===== src/rtl/mcs4_bus_monitor.sv =====
// -----------------------------------------------------------------------------
// mcs4_bus_monitor
//
// Passive observer for an MCS-4 style multiplexed 4-bit bus. Tracks the
// eight-phase instruction cycle (A1 A2 A3 M1 M2 X1 X2 X3) from the two-phase
// bus clocks and SYNC, and reports completed instruction fetches, SRC
// chip/register selections and I/O-RAM instruction cycles. Never drives the bus.
//
// Parameters
//   CMRAM_MASK   bit n enables SRC/I-O decode qualified by cmram<n>_pad
//
// Ports
//   sysclk                 system clock, all state updates on its rising edge
//   poc_pad                synchronous active-high reset
//   clk1_pad, clk2_pad     two-phase bus clocks (synchronous to sysclk)
//   sync_pad               marks the X3 phase of every instruction cycle
//   cmrom_pad              ROM command line
//   cmram0_pad..cmram3_pad RAM bank command lines
//   data_pad[3:0]          bus data
//   fetch_valid/addr/opr/opa          completed instruction fetch
//   src_valid/bank/data               SRC selection observed
//   io_valid/rom/bank/opa/data        I/O-RAM instruction cycle observed
//   locked                 phase tracker aligned to SYNC
//   sync_err               one-sysclk pulse on SYNC misalignment
// -----------------------------------------------------------------------------
module mcs4_bus_monitor #(
   parameter logic [3:0] CMRAM_MASK = 4'b1111
) (
   input  logic        sysclk,
   input  logic        poc_pad,
   input  logic        clk1_pad,
   input  logic        clk2_pad,
   input  logic        sync_pad,
   input  logic        cmrom_pad,
   input  logic        cmram0_pad,
   input  logic        cmram1_pad,
   input  logic        cmram2_pad,
   input  logic        cmram3_pad,
   input  logic [3:0]  data_pad,
   output logic        fetch_valid,
   output logic [11:0] fetch_addr,
   output logic [3:0]  fetch_opr,
   output logic [3:0]  fetch_opa,
   output logic        src_valid,
   output logic [3:0]  src_bank,
   output logic [7:0]  src_data,
   output logic        io_valid,
   output logic        io_rom,
   output logic [3:0]  io_bank,
   output logic [3:0]  io_opa,
   output logic [3:0]  io_data,
   output logic        locked,
   output logic        sync_err
);

   // State names the phase whose end is expected next.
   typedef enum logic [3:0] {
      UNSYNC, A1, A2, A3, M1, M2, X1, X2, X3
   } phase_t;

   phase_t      state;
   logic        clk2_q;
   logic        phase_end;
   logic [3:0]  cmram_vec;

   // Working registers for the cycle in progress.
   logic [11:0] addr_w;
   logic [3:0]  opr_w;
   logic [3:0]  opa_w;
   logic        io_rom_w;
   logic [3:0]  io_bank_w;
   logic [3:0]  src_hi_w;
   logic [3:0]  src_bank_w;
   logic        src_arm;
   logic        io_arm;
   logic        second_word;

   // clk1 is not needed: phase boundaries are taken from clk2 alone.
   logic        unused_clk1;
   assign unused_clk1 = clk1_pad;

   assign phase_end = clk2_q & ~clk2_pad;
   assign cmram_vec = {cmram3_pad, cmram2_pad, cmram1_pad, cmram0_pad} & CMRAM_MASK;

   // First word of a two-word instruction: FIM (2, even opa), JCN, JUN, JMS, ISZ.
   function automatic logic is_two_word(input logic [3:0] opr, input logic [3:0] opa);
      logic r;
      r = 1'b0;
      case (opr)
         4'h1, 4'h4, 4'h5, 4'h7: r = 1'b1;
         4'h2:                   r = ~opa[0];
         default:                r = 1'b0;
      endcase
      return r;
   endfunction

   always_ff @(posedge sysclk) begin
      if (poc_pad) begin
         state       <= UNSYNC;
         clk2_q      <= 1'b0;
         locked      <= 1'b0;
         sync_err    <= 1'b0;
         fetch_valid <= 1'b0;
         fetch_addr  <= '0;
         fetch_opr   <= '0;
         fetch_opa   <= '0;
         src_valid   <= 1'b0;
         src_bank    <= '0;
         src_data    <= '0;
         io_valid    <= 1'b0;
         io_rom      <= 1'b0;
         io_bank     <= '0;
         io_opa      <= '0;
         io_data     <= '0;
         addr_w      <= '0;
         opr_w       <= '0;
         opa_w       <= '0;
         io_rom_w    <= 1'b0;
         io_bank_w   <= '0;
         src_hi_w    <= '0;
         src_bank_w  <= '0;
         src_arm     <= 1'b0;
         io_arm      <= 1'b0;
         second_word <= 1'b0;
      end else begin
         clk2_q      <= clk2_pad;
         fetch_valid <= 1'b0;
         src_valid   <= 1'b0;
         io_valid    <= 1'b0;
         sync_err    <= 1'b0;

         if (phase_end) begin
            if (state == UNSYNC) begin
               if (sync_pad) begin
                  state  <= A1;
                  locked <= 1'b1;
               end
            end else if ((state == X3) && !sync_pad) begin
               // SYNC missing where expected: alignment lost entirely.
               sync_err    <= 1'b1;
               locked      <= 1'b0;
               state       <= UNSYNC;
               src_arm     <= 1'b0;
               io_arm      <= 1'b0;
               second_word <= 1'b0;
            end else if ((state != X3) && sync_pad) begin
               // Early SYNC: drop the partial cycle and realign on it.
               sync_err    <= 1'b1;
               state       <= A1;
               src_arm     <= 1'b0;
               io_arm      <= 1'b0;
               second_word <= 1'b0;
            end else begin
               case (state)
                  A1: begin
                     addr_w[3:0] <= data_pad;
                     state       <= A2;
                  end
                  A2: begin
                     addr_w[7:4] <= data_pad;
                     state       <= A3;
                  end
                  A3: begin
                     addr_w[11:8] <= data_pad;
                     state        <= M1;
                  end
                  M1: begin
                     opr_w <= data_pad;
                     state <= M2;
                  end
                  M2: begin
                     fetch_valid <= 1'b1;
                     fetch_addr  <= addr_w;
                     fetch_opr   <= opr_w;
                     fetch_opa   <= data_pad;
                     opa_w       <= data_pad;
                     io_rom_w    <= cmrom_pad;
                     io_bank_w   <= cmram_vec;
                     // The second word of a two-word instruction is data,
                     // so it must neither arm decode nor start another pair.
                     if (second_word) begin
                        second_word <= 1'b0;
                        src_arm     <= 1'b0;
                        io_arm      <= 1'b0;
                     end else begin
                        second_word <= is_two_word(opr_w, data_pad);
                        src_arm     <= (opr_w == 4'h2) && data_pad[0];
                        io_arm      <= (opr_w == 4'hE);
                     end
                     state <= X1;
                  end
                  X1: begin
                     state <= X2;
                  end
                  X2: begin
                     src_hi_w   <= data_pad;
                     src_bank_w <= cmram_vec;
                     if (io_arm && (io_rom_w || (io_bank_w != 4'h0))) begin
                        io_valid <= 1'b1;
                        io_rom   <= io_rom_w;
                        io_bank  <= io_bank_w;
                        io_opa   <= opa_w;
                        io_data  <= data_pad;
                     end
                     io_arm <= 1'b0;
                     state  <= X3;
                  end
                  X3: begin
                     if (src_arm && (src_bank_w != 4'h0)) begin
                        src_valid <= 1'b1;
                        src_bank  <= src_bank_w;
                        src_data  <= {src_hi_w, data_pad};
                     end
                     src_arm <= 1'b0;
                     state   <= A1;
                  end
                  default: begin
                     state <= UNSYNC;
                  end
               endcase
            end
         end
      end
   end

endmodule


===== config.mk =====
export PLATFORM = sky130hd
export DESIGN_NAME = mcs4_bus_monitor
export DESIGN_NICKNAME = d
export VERILOG_FILES = /design/src/rtl/mcs4_bus_monitor.sv
export SDC_FILE = /design/constraint.sdc
export NUM_CORES = 1
export LEC_CHECK = 0
export CAP_MARGIN = 5
export CORE_MARGIN = 2
export CORE_UTILIZATION = 40
export DETAILED_ROUTE_END_ITERATION = 12
export PLACE_DENSITY_LB_ADDON = 0.1
export SLEW_MARGIN = 20
export SYNTH_ARGS = -nofsm -noshare
export SYNTH_HDL_FRONTEND = slang
export SYNTH_SLANG_ARGS = --single-unit

===== constraint.sdc =====
create_clock -name sysclk -period 3.1 [get_ports sysclk]
set_clock_uncertainty 0.2 [all_clocks]
set_input_delay 0.775 -clock sysclk [delete_from_list [all_inputs] [get_ports sysclk]]
set_output_delay 0.775 -clock sysclk [all_outputs]
set_load 0.1 [all_outputs]

==> results.txt <==
----------------------------------------------------
[Run status]
  Status ... finished, final reports clean

[Synthesis]
  Fraction of synthesized area in multiplexers ... 13.5%
  Dominant cell type by area after synthesis ... dfxtp_1
  Fraction of post-synthesis cell area in the top cell type by area ... 49.8%
  Syn Nets ... 397
  Share of the synthesized netlist area taken by xor and xnor gates ... 0%
  Top cells by area in the synthesized netlist ... dfxtp_1, mux2i_1, nand2_1, nand2b_1, nor2_1
  Compound-Gate Fraction of Synth Area ... 8.09%
  Largest family of logic cells by synthesized area ... simple AND/OR/NAND/NOR gates
  Mapped Area ... 0.00350 mm²
  Post-synth ARST share ... 0%
  Cell count after synthesis ... 381
  Synthesized area divided by synthesized cell count ... 9.18 µm²
  Yosys warning count ... 0
  Post-Synth Simple-Gate Area ... 23.4%
  Yosys cell types ... 41
  Share of synthesized area occupied by flip-flops and latches ... 49.8%
  Post-synth EDFFs ... 0
  Adder and majority cell fraction of the synthesized area ... 1.00%
  Most frequently used flop master after synthesis ... dfxtp_1
  Flip-flop and latch count after synthesis ... 87

[Pwr]
  Power Dens Cells ... 502 mW/mm²
  Part of the power in registers ... 51.2%
  Net switching fraction of the power ... 21.6%
  Maximum vdd ir drop ... 0.000246 V
  Clock network power share ... 44.5%
  Combinational group share of total power ... 4.3%
  Net switching power figure ... 0.475 mW
  Standby leakage power ... 1.75 nW
  P_int ... 1.72 mW

[Floorplan]
  Number of placement rows ... 34
  Floorplan die area ... 0.00950 mm²
  Core Box Area ... 0.00859 mm²
  Die Y-Extent ... 97.5 µm
  Chip width ... 97.5 µm
  I/O pin count ... 64
  Effective utilization at floorplan ... 40.7%

[Setup path]
  Endpoint of the most critical register-to-register path ... io_opa[2]$_SDFFE_PP0P_
  CP arrival ... 2.72 ns
  Sort of element at the end of the critical path ... flop
  Startpoint of the worst register-to-register path ... state[1]$_SDFFE_PP0P_
  Worst Setup SP ... state[1]$_SDFFE_PP0P_
  Maximum fanout encountered on the critical timing path ... 14
  Cell chain of the critical path ... nor4b_4 -> inv_2 -> ha_1 -> and3b_1 -> and2_1 -> o311a_1 -> buf_12 -> mux2i_1
  Data required time at the worst endpoint ... 3.19 ns
  Worst Setup EP ... io_opa[2]$_SDFFE_PP0P_
  Slack of the worst reg-to-reg path ... 0.47 ns
  Total number of cells along the worst setup path ... 8
  Buf+Inv Stages, Crit Path ... 2
  Setup CP Type ... flop to flop
  Number of cells on the worst reg-to-reg path ... 8
  Slowest cell delay on critical path ... 0.46 ns
  Kind of cell adding the most delay to the critical path ... simple AND/OR/NAND/NOR gates
  Slowest-stage cell, CP ... dfxtp_1
  Startpoint class of the critical path ... flop

[Clock network]
  # H-tree levels ... 3
  Clock net sink count ... 87
  Worst-path clk slew ... 0.09 ns
  Number of buffers inserted by post-CTS setup repair ... 0
  Hold Buf Count CTS ... 0
  Number of clock buffers inserted by TritonCTS ... 9
  Clock Latency Late Sink ... 0.35 ns
  Clock Root Buffer ... clkbuf_8
  CTS tree ... built
  Maximum clock path buffer count ... 2
  Post-cts gate resize count ... 0

[Timing]
  Highest achievable clock rate ... 380 MHz
  Final worst slack ... 0.471 ns
  Final critical-path share of the clock period ... 84.8%
  Total count of max-transition violations in the final report ... 0
  Relative slew slack ... 51.8%
  Final setup TNS ... 0 ns
  Worst-Margin Slew ... 0.713 ns
  Setup-failing EPs final ... 0
  Unrepaired setup endpoints after global routing ... no
  Shortest period the worst path allows ... 2.63 ns
  Final Hold Fails ... 0

[Cells and area]
  P&R area growth vs syn ... 24.8%
  Layout net count ... 455
  Commonest non-fill, non-tap cells in the layout ... dfxtp_1, buf_4, nand2_1
  Most common cell after layout, fill and taps aside ... dfxtp_1
  Antenna Diode Count ... 0
  Post-route cell area ... 0.00436 mm²
  Fraction of final layout cells with drive strength greater than 1 ... 18.5%

[Route]
  Detailed-route wire length per cell ... 14.4 µm
  Routed Wire Length ... 7.94 mm
  Number of vias in the routed layout ... 2728
  Length of the first detailed-routing pass in iterations ... 5
  Post-route DRC ... 0
  Number of DRC markers after the initial detailed-route iteration ... 54
  DR vias/cell ... 4.94
  Number of nets with antenna violations after routing ... 0

[Global routing]
  Number of antenna violations at the first check in global routing ... 0
  Pin count of the biggest net entering global routing ... 37
  Vias in the first global route ... 2569
  All-layer global routing usage ... 17.1%
  Grt ovf ... 0
  Global-route wire length before repair ... 12.9 mm

[Placed design]
  Placed instance area ... 0.00411 mm²
  HPWL reported at the end of detailed placement ... 5.42 mm
  Global placer's final weighted congestion ... 0.824
  Worst slack, placed ... 0.129 ns
  Port bufs ... 62

[Run]
  Max capacitance violation total ... 0

[Min path]
  Classification of the worst-slack hold path ... flop to flop

----------------------------------------------------
-- final cells by class --
class | count | area [µm²]
clock buffers | 10 | 138
clock inverters | 6 | 115
fillers | 855 | 4230
inverters | 4 | 15.0
multi-input cells | 264 | 1610
flip-flops and latches | 87 | 1740
well taps | 108 | 135
repair buffers | 73 | 611
-- worst min-delay path by stage --
| stage | startpoint | to | cells past startpoint |
|---|---|---|---|
| 2_1_floorplan | addr_w[0]$_SDFFE_PP0P_ | fetch_addr[0]$_SDFFE_PP0P_ | 2 |
| 5_1_grt | fetch_addr[8]$_SDFFE_PP0P_ | fetch_addr[8]$_SDFFE_PP0P_ | 2 |
| 3_3_place_gp | addr_w[11]$_SDFFE_PP0P_ | fetch_addr[11]$_SDFFE_PP0P_ | 2 |
| 3_5_place_dp | addr_w[1]$_SDFFE_PP0P_ | fetch_addr[1]$_SDFFE_PP0P_ | 2 |
| 6_report | fetch_opr[3]$_SDFFE_PP0P_ | fetch_opr[3]$_SDFFE_PP0P_ | 2 |
| 4_1_cts | addr_w[6]$_SDFFE_PP0P_ | fetch_addr[6]$_SDFFE_PP0P_ | 2 |
-- power by group through the flow --
stage | logic [mW] | registers, mW | clock network [mW]
finish | 0.0933 | 1.12 | 0.976
floorplan | 0.0436 | 1.16 | 0
global placement | 0.0931 | 1.15 | 0
CTS | 0.0941 | 1.12 | 1.01
global route | 0.101 | 1.12 | 1.05
detailed placement | 0.0939 | 1.15 | 0
-- layer usage --
metal | global-route usage, % | routed length, µm
met2 | 25.8 | 3550
met1 | 23.3 | 3820
met5 | 0 | 0
met4 | 7.05 | 114
met3 | 4.32 | 452
-- cells in the mapped netlist (all sizes together), types with 3 or more instances --
library cell,instances
inv,4
nor3,6
nor2b,5
a21oi,32
nand2,54
nand4b,5
nand3,3
nand2b,28
nor2,44
buf,12
dfxtp,87
clkbuf,14
mux2i,47
or3,4
o21ai,10
-- tightest hold or removal path: cells and delay by family, from the launching register on --
family	cells	cell delay (ns)
flops	1	0.32
simple gates	1	0.05
compound gates	1	0.05
-- stage by stage --
step | std cells | utilization [%] | total power [mW] | hold slack (ns)
6_report | 552 | 50.8 | 2.19 | 0.260
3_3_place_gp | 536 | 47.8 | 1.24 | 0.245
3_5_place_dp | 536 | 47.8 | 1.24 | 0.246
2_1_floorplan | 381 | - | 1.20 | 0.232
5_1_grt | 552 | 50.8 | 2.28 | 0.277
4_1_cts | 552 | 50.8 | 2.22 | 0.261
-- sequential cells by signal, summed over array words and instances, names as in the netlist, 4 cells and up --
| signal | count |
|---|---|
| fetch_addr | 12 |
| src_data | 8 |
| io_bank_w | 4 |
| fetch_opr | 4 |
| io_bank | 4 |
| addr_w | 12 |
| opr_w | 4 |
| io_data | 4 |
| src_bank | 4 |
| state | 4 |
| src_bank_w | 4 |
| opa_w | 4 |
| io_opa | 4 |
| src_hi_w | 4 |
-- cell families (layout without fill, tap and decap cells) --
kind of cell / count (synthesis) / after routing
buffers and inverters: 30 / 93
AOI/OAI and AO/OA: 51 / 51
and+or+nand+nor: 163 / 163
muxes: 47 / 47
DFF: 87 / 87
adders and majority gates: 3 / 3
No activity file was read; power rests on OpenSTA's default activity.
